**src/rtl/fir_pe_seq.sv**
```systemverilog
// rtl/fir_pe_seq.sv - word-stream sequencer for one nibble-serial fir_pe tap
//
// Purpose:
//   Accepts samples on a valid/ready stream and issues each one to the tap as
//   a FRAME_LEN-clock nibble frame that starts with a pe_Rdy strobe. It then
//   collects the Vld-framed pe_Yout nibbles from the tap and reassembles them
//   into results on a single-entry valid/ready output buffer.
//
// Ports:
//   clk, rst_n          clock, asynchronous active-low reset
//   coef_we, coef_in    coefficient shadow write (write-through at accept)
//   s_data/valid/ready  sample input stream
//   m_data/valid/ready  reassembled result output
//   pe_Cin/Xin/Yin/Rdy  registered drive to the tap (pe_Yin fixed at 0)
//   pe_Yout, pe_Vld     result nibbles and frame start from the tap
//   clear               synchronous clear of the sticky flags
//   busy                issue FSM active or frames still pending
//   overflow, timeout   sticky: result dropped / Vld missing too long
module fir_pe_seq #(
    parameter int X_NIB       = 2,
    parameter int Y_NIB       = 4,
    parameter int FRAME_LEN   = 4,
    parameter int MAX_PEND    = 4,
    parameter int VLD_TIMEOUT = 64
) (
    input  logic                 clk,
    input  logic                 rst_n,
    input  logic                 coef_we,
    input  logic [5:0]           coef_in,
    input  logic [4*X_NIB-1:0]   s_data,
    input  logic                 s_valid,
    output logic                 s_ready,
    output logic [4*Y_NIB-1:0]   m_data,
    output logic                 m_valid,
    input  logic                 m_ready,
    output logic [5:0]           pe_Cin,
    output logic [3:0]           pe_Xin,
    output logic [3:0]           pe_Yin,
    output logic                 pe_Rdy,
    input  logic [3:0]           pe_Yout,
    input  logic                 pe_Vld,
    input  logic                 clear,
    output logic                 busy,
    output logic                 overflow,
    output logic                 timeout
);

    localparam int SW = 4 * X_NIB;
    localparam int RW = 4 * Y_NIB;
    localparam int KW = (FRAME_LEN > 1) ? $clog2(FRAME_LEN) : 1;
    localparam int CW = (Y_NIB > 1) ? $clog2(Y_NIB) : 1;
    localparam int PW = $clog2(MAX_PEND + 1);
    localparam int TW = $clog2(VLD_TIMEOUT + 1);

    typedef enum logic {IDLE, RUN} issue_t;
    typedef enum logic {CIDLE, COLLECT} cap_t;

    issue_t          istate;
    logic [KW-1:0]   k;
    logic [SW-1:0]   samp;
    logic [5:0]      coef_shadow;
    logic [PW-1:0]   pend;
    logic [TW-1:0]   tcnt;

    cap_t            cstate;
    logic [CW-1:0]   cnt;
    logic [RW-1:0]   acc;

    logic            last_k;
    logic            accept;
    logic [3:0]      next_nib;

    logic            cap_take;
    logic [CW-1:0]   cur_idx;
    logic            cap_done;
    logic [RW-1:0]   cap_word;

    logic            load_ok;
    logic            ovf_set;
    logic            dec;
    logic            tmo_fire;

    // The tap is the first in the chain, so its partial-sum input is zero.
    assign pe_Yin = 4'd0;

    assign last_k  = (k == KW'(FRAME_LEN - 1));
    assign s_ready = ((istate == IDLE) || ((istate == RUN) && last_k)) &&
                     (pend < PW'(MAX_PEND));
    assign accept  = s_valid && s_ready;
    assign busy    = (istate != IDLE) || (pend != '0);

    // Nibble for frame position k+1; positions past the sample width carry 0.
    always_comb begin
        next_nib = 4'd0;
        for (int i = 0; i < X_NIB; i++) begin
            if (i == int'(k) + 1) begin
                next_nib = samp[4*i +: 4];
            end
        end
    end

    // Coefficient shadow: writable any cycle, only sampled at frame accept.
    always_ff @(posedge clk or negedge rst_n) begin
        if (!rst_n) begin
            coef_shadow <= 6'd0;
        end else if (coef_we) begin
            coef_shadow <= coef_in;
        end
    end

    // Issue FSM. An accept at the last frame clock restarts at k=0 so frames
    // run back-to-back with no idle gap.
    always_ff @(posedge clk or negedge rst_n) begin
        if (!rst_n) begin
            istate <= IDLE;
            k      <= '0;
            samp   <= '0;
            pe_Cin <= 6'd0;
            pe_Xin <= 4'd0;
            pe_Rdy <= 1'b0;
        end else if (accept) begin
            istate <= RUN;
            k      <= '0;
            samp   <= s_data;
            pe_Cin <= coef_we ? coef_in : coef_shadow;
            pe_Xin <= s_data[3:0];
            pe_Rdy <= 1'b1;
        end else if ((istate == RUN) && !last_k) begin
            k      <= k + KW'(1);
            pe_Xin <= next_nib;
            pe_Rdy <= 1'b0;
        end else begin
            istate <= IDLE;
            k      <= '0;
            pe_Xin <= 4'd0;
            pe_Rdy <= 1'b0;
        end
    end

    // Capture: pe_Vld is only honoured in CIDLE; nibbles arrive LSB first.
    assign cap_take = ((cstate == CIDLE) && pe_Vld) || (cstate == COLLECT);
    assign cur_idx  = (cstate == CIDLE) ? '0 : cnt;
    assign cap_done = cap_take && (cur_idx == CW'(Y_NIB - 1));

    // Word as it stands after the current nibble; a new frame starts from 0.
    always_comb begin
        cap_word = '0;
        for (int i = 0; i < Y_NIB; i++) begin
            if (i == int'(cur_idx)) begin
                cap_word[4*i +: 4] = pe_Yout;
            end else if (cstate == COLLECT) begin
                cap_word[4*i +: 4] = acc[4*i +: 4];
            end
        end
    end

    always_ff @(posedge clk or negedge rst_n) begin
        if (!rst_n) begin
            cstate <= CIDLE;
            cnt    <= '0;
            acc    <= '0;
        end else if (cap_take) begin
            acc <= cap_word;
            if (cap_done) begin
                cstate <= CIDLE;
                cnt    <= '0;
            end else begin
                cstate <= COLLECT;
                cnt    <= cur_idx + CW'(1);
            end
        end
    end

    // Output buffer: a completing result reloads when the buffer is empty or
    // being drained this cycle; otherwise it is dropped and flagged.
    assign load_ok  = !m_valid || m_ready;
    assign ovf_set  = cap_done && !load_ok;
    assign dec      = cap_done && (pend != '0);
    assign tmo_fire = !pe_Vld && (pend != '0) && (tcnt == TW'(VLD_TIMEOUT - 1));

    always_ff @(posedge clk or negedge rst_n) begin
        if (!rst_n) begin
            m_data  <= '0;
            m_valid <= 1'b0;
        end else if (cap_done && load_ok) begin
            m_data  <= cap_word;
            m_valid <= 1'b1;
        end else if (m_ready) begin
            m_valid <= 1'b0;
        end
    end

    // Pending-frame count and Vld watchdog. A timeout abandons every pending
    // frame, but a frame accepted in that same cycle is still outstanding.
    always_ff @(posedge clk or negedge rst_n) begin
        if (!rst_n) begin
            pend <= '0;
            tcnt <= '0;
        end else begin
            if (tmo_fire) begin
                pend <= PW'(accept);
            end else begin
                pend <= pend + PW'(accept) - PW'(dec);
            end

            if (pe_Vld || (pend == '0) || tmo_fire) begin
                tcnt <= '0;
            end else begin
                tcnt <= tcnt + TW'(1);
            end
        end
    end

    // Sticky flags: a set event in the same cycle as clear wins.
    always_ff @(posedge clk or negedge rst_n) begin
        if (!rst_n) begin
            overflow <= 1'b0;
            timeout  <= 1'b0;
        end else begin
            overflow <= ovf_set  || (overflow && !clear);
            timeout  <= tmo_fire || (timeout && !clear);
        end
    end

endmodule

```
**config.mk**
```make
export PLATFORM = sky130hd
export DESIGN_NAME = fir_pe_seq
export DESIGN_NICKNAME = d
export VERILOG_FILES = /design/src/rtl/fir_pe_seq.sv
export SDC_FILE = /design/constraint.sdc
export NUM_CORES = 1
export LEC_CHECK = 0
export CORE_MARGIN = 2
export CORE_UTILIZATION = 56
export CTS_CLUSTER_DIAMETER = 30
export DETAILED_ROUTE_END_ITERATION = 8
export PLACE_DENSITY = 0.95
export SYNTH_ARGS = -nofsm -noshare
export SYNTH_HDL_FRONTEND = slang
export SYNTH_SLANG_ARGS = --single-unit
export TNS_END_PERCENT = 10
```
**constraint.sdc**
```tcl
create_clock -name clk -period 3.9 [get_ports clk]
set_clock_uncertainty 0.05 [all_clocks]
set_input_delay 0.78 -clock clk [delete_from_list [all_inputs] [get_ports clk]]
set_output_delay 0.78 -clock clk [all_outputs]
set_load 0.02 [all_outputs]
```
; Word level (Yosys, flattened, before mapping)
; Index checks and enable logic that the tools add are counted.
[op_classes]
mux = 25
bitwise_logic = 2
reduce_logical = 31
add_sub_neg = 6
order_cmp = 1
eq_ne = 8
[op_table]
columns = operator, count
row1 = 4-bit two-way mux, 12
row2 = 32-bit zero test, 1
row3 = 1-bit logical AND, 13
row4 = 1-bit logical OR, 8
row5 = 2-bit two-way mux, 4
row6 = "7-bit by 1-bit adder with 7-bit output, second input constant", 1
row7 = "7-bit by 6-bit == test with 1-bit output, second input constant", 1
row8 = 7-bit two-way mux, 1
row9 = 1-bit two-way mux, 6
row10 = 6-bit two-way mux, 1
row11 = 1-bit zero test, 5
row12 = "2-bit by 1-bit adder with 2-bit output, second input constant", 2
row13 = "2-bit == test, first input constant", 2
row14 = "2-bit == test, second input constant", 2
row15 = "2-bit by 1-bit adder with 3-bit output, second input constant", 1
row16 = 3-bit by 1-bit adder with 3-bit output, 1
row17 = "1-bit by 3-bit == test with 1-bit output, first input constant", 1
row18 = 3-bit zero test, 1
row19 = "3-bit < comparator, second input constant", 1
row20 = 3-bit two-way mux, 1
row21 = 3-bit nonzero test, 1
row22 = 3-bit by 1-bit subtractor with 3-bit output, 1
row23 = "1-bit by 2-bit == test with 1-bit output, first input constant", 1
row24 = 2-bit zero test, 1
row25 = other kinds (3), 4
[word_totals]
wordCells = 89
output_inout_bits = 36
reg_bits = 76

; Depth between registers and ports, before layout
; Gate-level depths: netlist of run 1.
[depth]
word_depth = 8
ltp_mapped = 15
depth_no_buf = 13

; Worst setup path after synthesis of run 1
; Ideal clock, no wire load.
[synth_timing]
kind = input to register
start = input port pe_Vld
end = register pend[2]
path_slack_ns = 1.152
required_ns = 3.764
setup_time_ns = 0.086
path_stages = 12
t_arrival_ns = 2.612
path_buffers = 1
path_cell_list = or2_4 clkbuf_1 nand2_1 nor2_1 ha_1 inv_1 ha_1 inv_1 fa_1 xor2_1 and2_1 nor3_1
[synth_between]
elab_chain_cells = 6
[synth_rtl]
columns = element, line_no
row1 = "start, declared", 41  ; input logic pe_Vld,
row2 = 1-bit logical AND, 141  ; assign cap_take = ((cstate == CIDLE) && pe_Vld) || (cstate == COLLECT);
row3 = 1-bit logical OR, 141
row4 = 1-bit logical AND, 143  ; assign cap_done = cap_take && (cur_idx == CW'(Y_NIB - 1));
row5 = 1-bit logical AND, 178  ; assign dec = cap_done && (pend != '0);
row6 = 3-bit by 1-bit subtractor with 3-bit output, 203  ; pend <= pend + PW'(accept) - PW'(dec);
row7 = 3-bit two-way mux *, 200  ; if (tmo_fire) begin
row8 = "end signal, assigned", 201  ; pend <= PW'(accept);
row9 = "end signal, assigned", 203
row10 = "end, declared", 62  ; logic [PW-1:0] pend;
; Mark *: on every way between the ends. The rest lies on a longest branch, timed or not.
; A chain may end at the register's enable or synchronous reset.

; Worst setup path after layout of run 1
[layout_timing]
start = register k[0]
end = output port s_ready
[layout_between]
elab_chain_cells = 4
[layout_rtl]
columns = element, line_no
row1 = "start, declared", 59  ; logic [KW-1:0] k;
row2 = "start signal, assigned", 129  ; k <= k + KW'(1);
row3 = 2-bit == test, 86  ; assign last_k = (k == KW'(FRAME_LEN - 1));
row4 = 1-bit logical AND, 87  ; assign s_ready = ((istate == IDLE) || ((istate == RUN) && last_k)) &&
row5 = 1-bit logical OR, 87
row6 = 1-bit logical AND, 87
row7 = "end, declared", 32  ; output logic s_ready,
; Every way passes these cells.

==> results of run 1 <==
## flip-flops by register name, indices dropped and copies added, names as in the netlist, 2 cells and up
signal,flops
k,2
tcnt,7
m_data,16
pe_Cin,6
pe_Xin,4
cnt,2
samp,8
coef_shadow,6
acc,12
pend,3
## cell families after synthesis
| logic type | Yosys count | share of synthesized area |
|---|---|---|
| flops | 72 | 0.5440 |
| compound gates | 46 | 0.1028 |
| mux | 43 | 0.1553 |
| fa+ha+maj | 11 | 0.04382 |
| simple gates | 57 | 0.08764 |
| xor+xnor | 4 | 0.01058 |
| other cells | 1 | 0.001132 |
| buf+inv | 35 | 0.05478 |
## metal layers
layer,global-route usage,part of all wire,vias to the layer above
met5,0,0,-
met4,0.1237,0.026,0
met3,0.05444,0.061,18
met2,0.3372,0.49,70
met1,0.2500,0.42,1079
li1,-,-,1028
## power groups by stage
stage	Clock, mW	Combinational (mW)	Sequential (mW)
after global routing	0.562	1.58	1.25
after CTS	0.528	1.45	1.22
after floorplan	0	0.894	1.34
final	0.525	1.44	1.22
after global placement	0	1.38	1.21
after detailed placement	0	1.45	1.23
## worst reg2reg max path, stage by stage, from the launching register on
cell     delay, ns
dfrtp_1       0.41
ha_1          0.20
nor2b_1       0.49
nor3b_2       0.12
inv_1         0.08
ha_1          0.21
inv_1         0.05
ha_1          0.13
inv_1         0.05
fa_1          0.37
xor2_1        0.16
and2_1        0.16
nor3_1        0.12
## final cells by class
class | count | area (µm²) | share of cell area
Timing Repair Buffer | 60 | 585.6 | 0.1450
Multi-Input combinational cell | 165 | 1340 | 0.3318
Clock buffer | 12 | 155.1 | 0.03841
Tap cell | 75 | 93.84 | 0.02323
Clock inverter | 3 | 17.52 | 0.004337
Sequential cell | 72 | 1802 | 0.4461
Inverter | 12 | 45.04 | 0.01115
## synthesized netlist by cell type
cell type	n	area (µm²)
or2_2	1	6.260
nor4_2	1	12.51
or3_1	2	12.51
conb_1	1	3.750
nand3_1	4	20.02
and3_4	1	11.26
nand4_1	1	6.260
buf_12	1	20.02
nor2b_1	4	25.02
a32o_1	4	40.04
nor3b_2	1	12.51
a32oi_1	6	52.55
mux2i_1	6	60.06
xnor2_1	1	8.760
or2_4	1	8.760
o2111a_1	1	11.26
clkbuf_1	11	41.29
nand2b_1	3	18.77
fa_1	1	20.02
mux2_2	27	304.0
and2_1	4	25.02
mux2_4	10	150.1
o211ai_1	1	7.510
a22o_1	14	122.6
nand2_1	18	67.56
o21ai_0	16	80.08
o2bb2ai_1	1	8.760
xor2_1	3	26.28
buf_4	4	30.03
buf_2	3	15.01
dfrtp_1	72	1802
nor3_1	3	15.01
buf_1	2	7.510
nor2_1	13	48.80
a21oi_1	2	10.01
inv_1	12	45.04
a21o_1	1	7.510
ha_1	10	125.1
buf_6	2	22.52
## per-stage QoR
stage,instances,setup WS [ns],hold WS [ns]
6_report,399,0.9126,0.4148
5_1_grt,399,0.8291,0.4481
4_1_cts,399,0.9192,0.4126
3_5_place_dp,384,0.6968,0.4034
3_3_place_gp,384,0.7695,0.3960
2_1_floorplan,272,1.152,0.3829
## placed cells by master (no fill, tap or decap), types with 11 or more instances in the layout
cell / n
dfrtp_1: 72
clkdlybuf4s50_1: 55
mux2_2: 27
nand2_1: 18
o21ai_0: 16
a22o_1: 14
nor2_1: 13
inv_1: 12
clkbuf_8: 11
## final timing paths
path	end	cells after the start	start	slack [ns]
max in group asynchronous	m_data[8]$_DFFE_PN0P_	2	rst_n	2.57
hold reg to reg	tcnt[0]$_DFF_PN0_	1	tcnt[0]$_DFF_PN0_	0.41
hold / removal	tcnt[0]$_DFF_PN0_	1	tcnt[0]$_DFF_PN0_	0.41
setup reg to reg	pend[2]$_DFF_PN0_	12	k[0]$_DFF_PN0_	1.22
min in group asynchronous	m_data[9]$_DFFE_PN0P_	1	rst_n	0.46
setup / recovery	s_ready	4	k[0]$_DFF_PN0_	0.91
==> run metrics, run 1 <==
Worst-Skew Late Latency 0.35 ns; Hold-fix buffers, CTS 0; Max-Cap Viols 0; total leakage power 1.795 nW; CP bufs+invs 1; layout cell share with drive strength beyond 1 0.1883; Crit. End Element output port; final slew viol count 0; DRT antenna net count 0; cells after synthesis 269; Pre-antenna DRT Iters 4; unrepaired setup endpoints after global routing no; DRT Wirelength 6.181 mm; Port Buffers 56; f_max 334.7 MHz; IO Pins 61; Seq cells post-synth 72; Largest stage delay, worst path 0.57 ns; Final #Nets 356; Clock Power Share 0.165; status finished, final reports clean; largest net degree at the start of global routing 37; vias per inst 5.501; Pint 2.041 mW; FILL cells 414; Tightest Pin Transition 0.7933 ns; register area share after synthesis 0.5440; vias 2,195; CTS tree built; Chip Height 80.91 µm; Setup violations, final 0; clock period minus worst slack 2.987 ns; CP top delay family simple AND/OR/NAND/NOR gates; Hold Path Class reg -> reg; antenna cells 0; # clock sinks 72; first-pass GRT wire length 9.991 mm; GRT Util Overall 0.2079; Starting Density 0.5695; total power 3.181 mW; Worst slew margin 0.4711; Clock Tree Root clkbuf_8; DIE WIDTH 80.91 µm; P per Cell Area 787.5 mW/mm²; GPL Wtd Cong 0.7307; CP arrival 2.16 ns; Wirelength per Cell 15.49 µm; Crit-path slowest cell clkdlybuf4s50_1; synthesized cell area 0.003312 mm²; library cells used by synthesis 39; VDD IR max 0.4841 mV; synth warn 0; post-cts sizing count 0; standard-cell rows 28; worst setup path class reg -> out; CP max FO 9; CTS Buffer Depth 2; Reg power frac 0.383; Req. time, crit path 3.07 ns; sw power 1.140 mW; vias in the first global route 2,166; crit-path cells ha_1 -> nor2b_1 -> nor2_1 -> clkdlybuf4s50_1; crit path launch type flip-flop; core area 0.005816 mm²; first-iteration detailed-routing DRC count 156; switching portion of total power 0.3584; DR DRC count 0; area grow syn2layout 21.95%; Clock H-tree levels 3; die area 0.006546 mm²; Setup TNS 0 ns; syn avg cell area 12.31 µm²; initial antenna violation count 0; combinational share of power 0.452; global route overflow 0; Final Cycle Share 0.7660; Finished Core Util 0.6945; Post-DP Area 0.003866 mm²; Fin. Hold Viols 0; Reg clk slew, reported paths 0.07 ns; CTS Buf Count 9; Final Cell Area 0.004039 mm²; DP Wirelength 4.433 mm; Post-CTS Setup Bufs 0
Power figures use the tool's default switching activity.
==> run 2, diff against run 1 <==
CORE_UTILIZATION = 52   (was 56)
PLACE_DENSITY = 0.89   (was 0.95)
clock period = 3 ns   (was 3.9 ns; I/O delays follow)
==> run metrics, run 2 (same netlist as run 1, synthesis figures left out) <==
core area 0.006241 mm²; initial antenna violation count 0; largest net degree at the start of global routing 30; Worst-Skew Late Latency 0.34 ns; CP bufs+invs 3; P per Cell Area 1023 mW/mm²; vias in the first global route 2,363; Chip Height 83.81 µm; first-pass GRT wire length 10.61 mm; worst setup path class reg -> reg; fin cells 403; Req. time, crit path 3.21 ns; vias 2,224; Final Cycle Share 0.8644; final slew viol count 0; IO Pins 61; f_max 385.6 MHz; Post-CTS Setup Bufs 0; met1 usage 0.2255; Hold Path Class in -> async; DRT Wirelength 6.276 mm; CP arrival 2.80 ns; # clock sinks 72; GR peak layer met2; Clock Tree Root clkbuf_8; DP Cell Count 389; standard-cell rows 29; Worst slew margin 0.5723; CTS Buf Count 9; antenna cells 0; CTS Buffer Depth 2; crit-path cells nand2_1 -> inv_1 -> ha_1 -> nand2_1 -> nor2_1 -> ha_1 -> inv_1 -> ha_1 -> inv_1 -> fa_1 -> xor2_1 -> and2_1 -> nor3_1; FILL cells 489; CTS tree built; first-iteration detailed-routing DRC count 64; Wirelength per Cell 15.57 µm; Crit. End Element flip-flop; Starting Density 0.5307; Reg clk slew, reported paths 0.07 ns; max reg flops 16; DP Wirelength 4.502 mm; CP max FO 10; Clock H-tree levels 3; vias per inst 5.519; clock period minus worst slack 2.593 ns; Hold-fix buffers, CTS 0; Crit-path slowest cell dfrtp_1; DRT antenna net count 0; total leakage power 1.810 nW; status finished, final reports clean; Setup TNS 0 ns; crit path launch type flip-flop; commonest cells after routing, fill and taps aside 72 x dfrtp_1, 55 x clkdlybuf4s50_1, 27 x mux2_2; Biggest register m_data; commonest non-fill, non-tap cell in the layout dfrtp_1; Max-Cap Viols 0; DR DRC count 0; Finished Core Util 0.6512; DIE WIDTH 83.81 µm; M2 GR Usage 0.3178; Tightest Pin Transition 0.6415 ns; CP top delay family adder cells; Fin. Hold Viols 0; die area 0.007023 mm²; Worst R2R Setup Slack 0.41 ns; post-cts sizing count 0; global route overflow 0; Final #Nets 359; Setup violations, final 0; VDD IR max 0.5719 mV; unrepaired setup endpoints after global routing no; layout cell share with drive strength beyond 1 0.1902; met3 GRT Util 0.08012; GPL Wtd Cong 0.7875; biggest regs m_data (16), acc (12), samp (8); GRT Util Overall 0.1912; Port Buffers 56; Pre-antenna DRT Iters 5; Largest stage delay, worst path 0.50 ns; area grow syn2layout 22.71%
## run 2: metal layers
metal,routed length (µm),part of all wire
met5,0,0
met1,2721,0.43
met2,3072,0.49
met3,386,0.062
met4,96,0.015
## run 2: path summary, 6_finish.rpt
path / endpoint / depth (start not counted) / start
min in group clk: tcnt[0]$_DFF_PN0_ / 1 / tcnt[0]$_DFF_PN0_
max reg2reg: pend[2]$_DFF_PN0_ / 13 / cstate$_DFFE_PN0N_
max in group asynchronous: acc[1]$_DFFE_PN0N_ / 2 / rst_n
max: pend[2]$_DFF_PN0_ / 13 / cstate$_DFFE_PN0N_
min reg2reg: tcnt[0]$_DFF_PN0_ / 1 / tcnt[0]$_DFF_PN0_
min: acc[9]$_DFFE_PN0N_ / 1 / rst_n
## run 2: report_power, final
part           internal (mW)  switching (mW)
clock network          0.360           0.320
logic                  0.985           0.913
registers               1.35           0.231
total                   2.70            1.46
## run 2: stage by stage
stage / power (mW) / worst slack, ns / cell area, µm² / hold slack (ns)
finish: 4.159 / 0.4068 / 4064 / 0.2315
floorplan: 2.898 / 0.4318 / 3323 / 0.2544
global placement: 3.403 / 0.1758 / 3891 / 0.3956
global route: 4.450 / 0.1570 / 4064 / 0.2720
detailed placement: 3.507 / 0.1255 / 3891 / 0.4065
CTS: 4.201 / 0.3855 / 4064 / 0.2419
## run 2: cell type report
type	count	area [µm²]	area share
sequential	72	1802	0.4433
multi-input combinational	165	1340	0.3297
timing repair buffer	63	608.1	0.1496
clock buffer	14	172.7	0.04249
tap	77	96.34	0.02371
inverter	12	45.04	0.01108
